## config.mk

```make
export PLATFORM = sky130hd
export DESIGN_NAME = counter_nbit_up_down_mod
export DESIGN_NICKNAME = d
export VERILOG_FILES = /design/src/rtl/counter_nbit_up_down_mod.sv
export SDC_FILE = /design/constraint.sdc
export NUM_CORES = 1
export LEC_CHECK = 0
export CAP_MARGIN = 20
export CORE_AREA = 2 2 39 41
export CTS_BUF_LIST = sky130_fd_sc_hd__clkbuf_8
export CTS_CLUSTER_SIZE = 8
export DETAILED_ROUTE_END_ITERATION = 8
export DIE_AREA = 0 0 41 43
export GPL_TIMING_DRIVEN = 1
export PLACE_DENSITY = 0.66
export SETUP_SLACK_MARGIN = 0.02
export SLEW_MARGIN = 5
export SYNTH_ARGS = -nofsm -noshare
export SYNTH_HDL_FRONTEND = slang
export SYNTH_SLANG_ARGS = --single-unit
export TNS_END_PERCENT = 50
```

## constraint.sdc

```tcl
create_clock -name clk -period 1.3 [get_ports clk]
set_input_delay 0.195 -clock clk [delete_from_list [all_inputs] [get_ports clk]]
set_output_delay 0.195 -clock clk [all_outputs]
set_load 0.02 [all_outputs]
```

## src/rtl/counter_nbit_up_down_mod.sv

```systemverilog
// ---------------------------------------------------------------------------
// counter_nbit_up_down_mod
//
// WIDTH-bit up/down counter with a programmable terminal value (MAX_VAL).
// When a limit is reached it either wraps or saturates. Also provides a
// parallel load, a terminal-count indication, a one-cycle wrap pulse and a
// sticky overflow flag.
//
// Parameters
//   WIDTH     counter width in bits
//   MAX_VAL   terminal value, legal range 1 .. 2**WIDTH-1
//   SATURATE  0 = wrap at the limits, 1 = hold at the limits
//
// Ports
//   clk        in   sole clock, rising edge
//   rst        in   synchronous active-high reset
//   en         in   count enable
//   direction  in   0 = up, 1 = down
//   load       in   synchronous parallel load strobe (takes priority over en)
//   load_val   in   value to load, clamped to MAX_VAL
//   count_out  out  registered count
//   tc         out  terminal count for the current direction (combinational)
//   wrap       out  registered pulse, high the cycle after a limit crossing
//   ovf        out  sticky flag for any crossing or saturation attempt;
//                   cleared only by rst or load
// ---------------------------------------------------------------------------
module counter_nbit_up_down_mod #(
    parameter int WIDTH    = 3,
    parameter int MAX_VAL  = 2**WIDTH - 1,
    parameter bit SATURATE = 1'b0
) (
    input  logic             clk,
    input  logic             rst,
    input  logic             en,
    input  logic             direction,
    input  logic             load,
    input  logic [WIDTH-1:0] load_val,
    output logic [WIDTH-1:0] count_out,
    output logic             tc,
    output logic             wrap,
    output logic             ovf
);

    localparam logic [WIDTH-1:0] MAX_C  = WIDTH'(MAX_VAL);
    localparam logic [WIDTH-1:0] ZERO_C = '0;
    localparam logic [WIDTH-1:0] ONE_C  = WIDTH'(1);

    logic [WIDTH-1:0] count_q, count_d;
    logic             wrap_q,  wrap_d;
    logic             ovf_q,   ovf_d;

    // Limit detection for the direction sampled this cycle. The up limit
    // uses >= so the count can never climb above MAX_VAL.
    logic at_up_limit;
    logic at_down_limit;

    assign at_up_limit   = (count_q >= MAX_C);
    assign at_down_limit = (count_q == ZERO_C);

    always_comb begin
        // NOTE: every signal driven here gets a default first, so no path can
        // leave it unassigned and infer a latch.
        count_d = count_q;
        wrap_d  = 1'b0;
        ovf_d   = ovf_q;

        if (load) begin
            count_d = (load_val > MAX_C) ? MAX_C : load_val;
            ovf_d   = 1'b0;
        end else if (en) begin
            if (!direction) begin
                if (at_up_limit) begin
                    ovf_d = 1'b1;
                    if (!SATURATE) begin
                        count_d = ZERO_C;
                        wrap_d  = 1'b1;
                    end
                end else begin
                    count_d = count_q + ONE_C;
                end
            end else begin
                if (at_down_limit) begin
                    ovf_d = 1'b1;
                    if (!SATURATE) begin
                        count_d = MAX_C;
                        wrap_d  = 1'b1;
                    end
                end else begin
                    count_d = count_q - ONE_C;
                end
            end
        end
    end

    always_ff @(posedge clk) begin
        // NOTE: non-blocking assignments for all state, so every register
        // samples the pre-edge values regardless of statement order.
        if (rst) begin
            count_q <= ZERO_C;
            wrap_q  <= 1'b0;
            ovf_q   <= 1'b0;
        end else begin
            count_q <= count_d;
            wrap_q  <= wrap_d;
            ovf_q   <= ovf_d;
        end
    end

    assign count_out = count_q;
    assign wrap      = wrap_q;
    assign ovf       = ovf_q;
    // Not gated by en: reflects where the counter sits for the chosen direction.
    assign tc        = direction ? (count_q == ZERO_C) : (count_q == MAX_C);

endmodule

```

# == Word-level counts from Yosys, hierarchy flattened ==
# Index checks and enable logic that the tools add are counted.
# word_totals
wordCells,29
ff_bits,5
out_inout_bits,6
# classes
addsub,2
bitwise_logic,1
n_mux,13
order_cmp,2
n_eq_ne,2
n_reduce_logical,6
# ops
cell,n
$mux 3,6
$mux 1,7
$reduce_bool 2->1,2
$add 3x1->3 const B,1
$eq 3x3->1 const B,1
$ge 3x3->1 const B,1
$gt 3x3->1 const B,1
$logic_not 3->1,1
$reduce_and 3->1,1
$reduce_or 3->1,1
$sub 3x1->3 const B,1
$ne 2x1->1 const B,1
$reduce_or 2->1,1
$not 1->1,1

# == Longest topological paths before layout ==
# logic_depth
word_depth,5
ltp_mapped,6

# == Least setup slack after synthesis ==
# OpenSTA, ideal clock, no wires.
# synth_path
kind,flip-flop to flip-flop
start,"register count_q[0], in the netlist count_out[0]"
end,"register ovf_q, in the netlist ovf"
path_stages_with_launch,7
n_path_buf,0
arrival_time_ps,1332
setup_ps,131
setup_slack_ps,-163
synth_period_minus_slack_ps,1463
cell_sequence,dfxtp_1 ha_1 ha_1 a311oi_2 a211oi_1 nor2_1 nor3_2
# synth_between
elab_chain_len,3
elab_cells_between_ends,5
cone_classes,order compare: 1; eq/ne: 1; reduce/logical: 3
# synth_lines
item,line,source
from (decl),48,"logic [WIDTH-1:0] count_q, count_d;"
from (signal assigned),103,count_q <= count_d;
$ge 3x3->1 or $logic_not 3->1 (tied branches),"57, 58",
$reduce_bool 2->1 (no line) or $ne 2x1->1 (tied branches),--,
$reduce_and 3->1 (no line) *,--,
to (signal assigned),105,ovf_q <= ovf_d;
to (decl),50,"logic ovf_q, ovf_d;"
# Every way passes the cells marked *; elsewhere a longest branch is shown, timed or not.
# A chain may end at the register's enable or synchronous reset.

# == Final worst setup path ==
# layout_path
start,"register count_q[0], in the netlist count_out[0]"
end,output tc
# layout_between
elab_chain_len,2
elab_cells_between_ends,3
cone_classes,eq/ne: 1; mux: 1; reduce/logical: 1
# layout_lines
item,line,source
$eq 3x3->1 or $logic_not 3->1 (tied branches),113,assign tc = direction ? (count_q == ZERO_C) : (count_q == MAX_C);
$mux 1 *,113,
to (decl),39,"output logic tc,"
# Marked as above.

==> metrics.csv <==
metric;value;unit
status;complete, but fails checks;
violations;negative setup slack;
powerDensity;950;mW/mm2
worstSetupStartpointType;flop;
slew_viol_final;0;
worstSetupPathType;flop to output port;
yosys.cell_types.count;22;
placed_cells;80;
fin_crit_sh;1.13;
endpoint_kind;output port;
path_max_fanout;3;
synth-seq-cells;5;
diodes;0;
drt_wl_total;1.16;mm
period_minus_slack;1.47;ns
max_freq;0.678;GHz
first_iter_violations;4;
crit_slowest_cell;dfxtp_4;
area_growth;106;%
peakVddDrop;669;uV
firstDrtPassIters;4;
fillerInstances;132;
die-area;0.00176;mm2
worstMarginPinSlew;0.336;ns
remaining_drc_errors;0;
finalPower;0.000682;W
drive_above_1_share;0.521;
antenna_found_initial;0;
whs;0.492;ns
die-height;43;um
hpwlAfterDp;829;um
dp_slack;-0.411;ns
slew_headroom;0.776;
fp-row-count;14;
portBuffers;13;
cp.arrival;1.28;ns
setup_violations;6;
p_leak;0.309;nW
final_util;0.519;
maxCapViolations;0;
timing.critical_path.mode_cell;ha_4;
synth.avg_cell_area;8.70;um2
regArea;109;um2
grt_max_degree;10;
yosysWarnings;0;
wl_per_cell;13.3;um
setup_slack;-0.174;ns
h-tree-depth;1;
gr-total-overflow;0;
final_cell_mix;buf_4, clkdlybuf4s50_1, a21oi_1, inv_1;
syn_area;348;um2
cts_tree;done;
syn_nets;52;
slowest_delay;0.35;ns
syn_inst;40;
clock_path_buffers;2;
insertion_delay;0.23;ns
final_nets;84;
ctsHoldBuffers;0;
cts_root_buf;clkbuf_8;
rsz0062_at_grt;true;
fin_cells;87;
final_hold_viol_count;0;
fin_skew;0.00285;ns
grt_pass1_wl;1.88;mm
via_count;416;
coreArea;0.00138;mm2
cts_sinks;5;
grt_usage;0.163;
crit_chain;ha_4, ha_4, nor2b_4, nand2b_4, buf_6;
initial_utilization;0.251;
via_per_inst;4.78;
multi_input_area;293;um2
die_w;41;um
cts_buffers;3;
ys_seq_area_frac;0.288;
path_clk_slew;0.04;ns
layout_commonest_cell;buf_4;
cp.required;1.11;ns
path_delay_family;flip-flops;
place.gp.congestion;0.710;
drtAntennaViolNets;0;
hp-class;flop to flop;
path_buf_inv;1;
grt_pass1_vias;453;
ios;14;
-- worst register-to-register path, stage by stage (launching register included) --
cell and delay [ns]:
dfxtp_4 0.35, ha_4 0.16, ha_4 0.15, nor2b_4 0.12, buf_6 0.11, o211ai_1 0.19, a22oi_1 0.11, nor2_1 0.14
-- routing by layer --
layer | GRT usage | vias up | wire (um)
li1 | - | 212 | -
met1 | 0.154 | 193 | 469
met2 | 0.275 | 9 | 628
met3 | 0.0471 | 2 | 31
met4 | 0.120 | 0 | 30
met5 | 0 | - | 0
-- area by class of cell --
| class | count | share of cell area |
|---|---|---|
| inverters | 4 | 0.0209 |
| multi-input cells | 30 | 0.408 |
| repair buffers | 28 | 0.329 |
| clock inverters | 1 | 0.00523 |
| well taps | 16 | 0.0279 |
| flip-flops and latches | 5 | 0.152 |
| clock buffers | 3 | 0.0575 |
-- flip-flops by register name, summed over array words and instances (netlist names) --
name and count:
ovf 1, wrap 1, count_out 3
-- cell usage after synthesis --
master	n	share of area
a211oi_1	2	0.043
a21boi_0	1	0.022
a21oi_1	6	0.086
a221oi_1	1	0.025
a22oi_1	1	0.022
a311oi_2	1	0.043
clkbuf_1	1	0.011
dfxtp_1	5	0.29
ha_1	4	0.14
inv_1	4	0.043
nand2_1	2	0.022
nand2b_1	1	0.018
nand2b_2	1	0.025
nand3b_1	1	0.022
nor2_1	2	0.022
nor2b_1	1	0.018
nor3_2	1	0.029
nor3b_2	1	0.036
o211ai_1	1	0.022
o21a_1	1	0.022
o22ai_1	1	0.018
o31ai_1	1	0.022
-- what timing repair did --
| item | in CTS | in global routing |
|---|---|---|
| setup endpoints to repair | 11 | 8 |
| pin swaps | 6 | 3 |
| resized for setup | 21 | 7 |
| setup buffers | 3 | 0 |
-- power by group --
group	switching, W	total [W]	internal (W)
Combinational	0.0000986	0.000208	0.000109
Sequential	0.0000114	0.000175	0.000164
Clock	0.0000945	0.000298	0.000204
Total	0.000204	0.000682	0.000477
-- cells by family after synthesis --
| family | after synthesis | share of synthesized area |
|---|---|---|
| flip-flops | 5 | 0.288 |
| AO/OA/AOI/OAI | 16 | 0.324 |
| adder cells (fa/ha/maj) | 4 | 0.144 |
| buffers and inverters | 5 | 0.0539 |
| AND/OR/NAND/NOR | 10 | 0.191 |
-- final timing paths --
check               start      endpoint  slack [ns]  cells after the start
max          count_out[0]            tc       -0.17                      5
min                   ovf           ovf        0.49                      2
max reg2reg  count_out[0]  count_out[0]       -0.12                      7
min reg2reg           ovf           ovf        0.49                      2
-- metrics by stage --
step / setup TNS [ns] / cell area [um2]
final: -0.636 / 718
after global routing: -1.06 / 718
after CTS: -0.867 / 717
after detailed placement: -1.40 / 611
after global placement: -1.25 / 611
after floorplan: 0 / 374
(Power assumes the default switching activity.)
==> RTL edit, RTL diff (same flow settings) <==
Remove the register `wrap_q`: a continuous assignment takes its place, so the output `wrap` follows one clock earlier.
--- a/src/rtl/counter_nbit_up_down_mod.sv
+++ b/src/rtl/counter_nbit_up_down_mod.sv
@@ -97,14 +97,14 @@
         // samples the pre-edge values regardless of statement order.
         if (rst) begin
             count_q <= ZERO_C;
-            wrap_q  <= 1'b0;
             ovf_q   <= 1'b0;
         end else begin
             count_q <= count_d;
-            wrap_q  <= wrap_d;
             ovf_q   <= ovf_d;
         end
     end
+
+    assign wrap_q = wrap_d;
 
     assign count_out = count_q;
     assign wrap      = wrap_q;
Function: changed (Yosys sat finds a counterexample within 4 cycles, from zero or initial values and one cycle with rst high).
==> RTL edit against the original RTL <==
The flow still finishes with violations (setup timing); sequential cell count fell by 1; largest power group unchanged; highest routed layer unchanged; first-iteration DRC count fell by 75%; final area rose by 0.52%; power fell by 3.5%; routed wire length fell by 9.7%; worst setup slack got worse by 0.20 ns; clock skew barely moved; area after synthesis fell by 8.6%.
==> RTL edit: results (changes against the original RTL) <==
metric,value,unit,change
status,"finished, violations left",,
violations,setup timing,,
grt_util_met2,28.4,%,+0.94 points
grt_max_degree,11,,+1
dp_slack,-0.669,ns,-0.258 ns
dp.cells,81,,+1.3%
switching_share,29.5,%,-0.51 points
ir_worst_vdd,0.541,mV,-19%
whs,0.479,ns,-0.0121 ns
relSlewSlack,81.9,%,+4.4 points
finalSetupViolCount,6,,unchanged
ys_seq_area_share,25.2,%,-3.6 points
vias,419,,+0.72%
timing.final.ws_setup,-0.376,ns,-0.202 ns
syn_area_per_cell,7.95,µm²,-8.6%
r2r_cells,6,,-1
synthTopCellsByArea,"dfxtp_1 25%, ha_1 16%, a21oi_1 7.9%",,
comb_power,0.231,mW,+11%
finalNetCount,86,,+2.4%
place_area,609,µm²,-0.21%
tns,-0.795,ns,-0.159 ns
p_leak,0.312,nW,+1.0%
synth_compound_area_share,28.3,%,-4.0 points
grtUsageTotal,16.7,%,+0.33 points
yosys-top-cells-count,"5 x a21oi_1, 4 x dfxtp_1, 4 x ha_1",,
synth_fa_ha_area_share,15.7,%,+1.4 points
skew,0.00306,ns,+0.000207 ns
cellPowerDensity,911,mW/mm²,-4.0%
drive_gt1_share,57.5,%,+5.4 points
grt_pass1_vias,460,,+1.5%
power.share.clock,42.9,%,-0.9 points
wirelength,1.05,mm,-9.7%
firstDrtPassIters,2,,-2
synth_cell_types,20,,-9.1%
final_cells,89,,+2.3%
grt_use_met1,16.8,%,+1.4 points
grt_pass1_wl,1.91,mm,+1.5%
[RTL edit: path summary, 6_finish.rpt]
kind	startpoint	end
hold reg to reg	ovf	ovf
setup reg to reg	count_out[0]	count_out[1]
setup / recovery	count_out[0]	wrap
hold / removal	ovf	ovf
[RTL edit: timing repair]
item                       4_1_cts  5_1_grt
setup buffers                    5        0
gates resized for setup         29        7
setup endpoints to repair        9        8
pin swaps                        7        7
[RTL edit: worst max-delay path, cell delays in order (launching register included)]
cell and delay [ns]:
dfxtp_4 0.35, ha_4 0.16, ha_4 0.16, a311oi_4 0.25
a211oi_2 0.08, nor2b_4 0.14, buf_6 0.12
[RTL edit: layout make-up]
type                       count  area, µm²
fill                         136        662
multi-input combinational     32        304
timing repair buffer          30        250
sequential                     4       88.8
clock buffer                   3       41.3
tap                           16       20.0
inverter                       3       13.8
clock inverter                 1       3.75
[RTL edit: routing by layer]
layer  up-vias  wire length (µm)
met5         -                 0
met4         0                38
met3         5                58
met2        14               568
met1       187               382
li1        213                 -
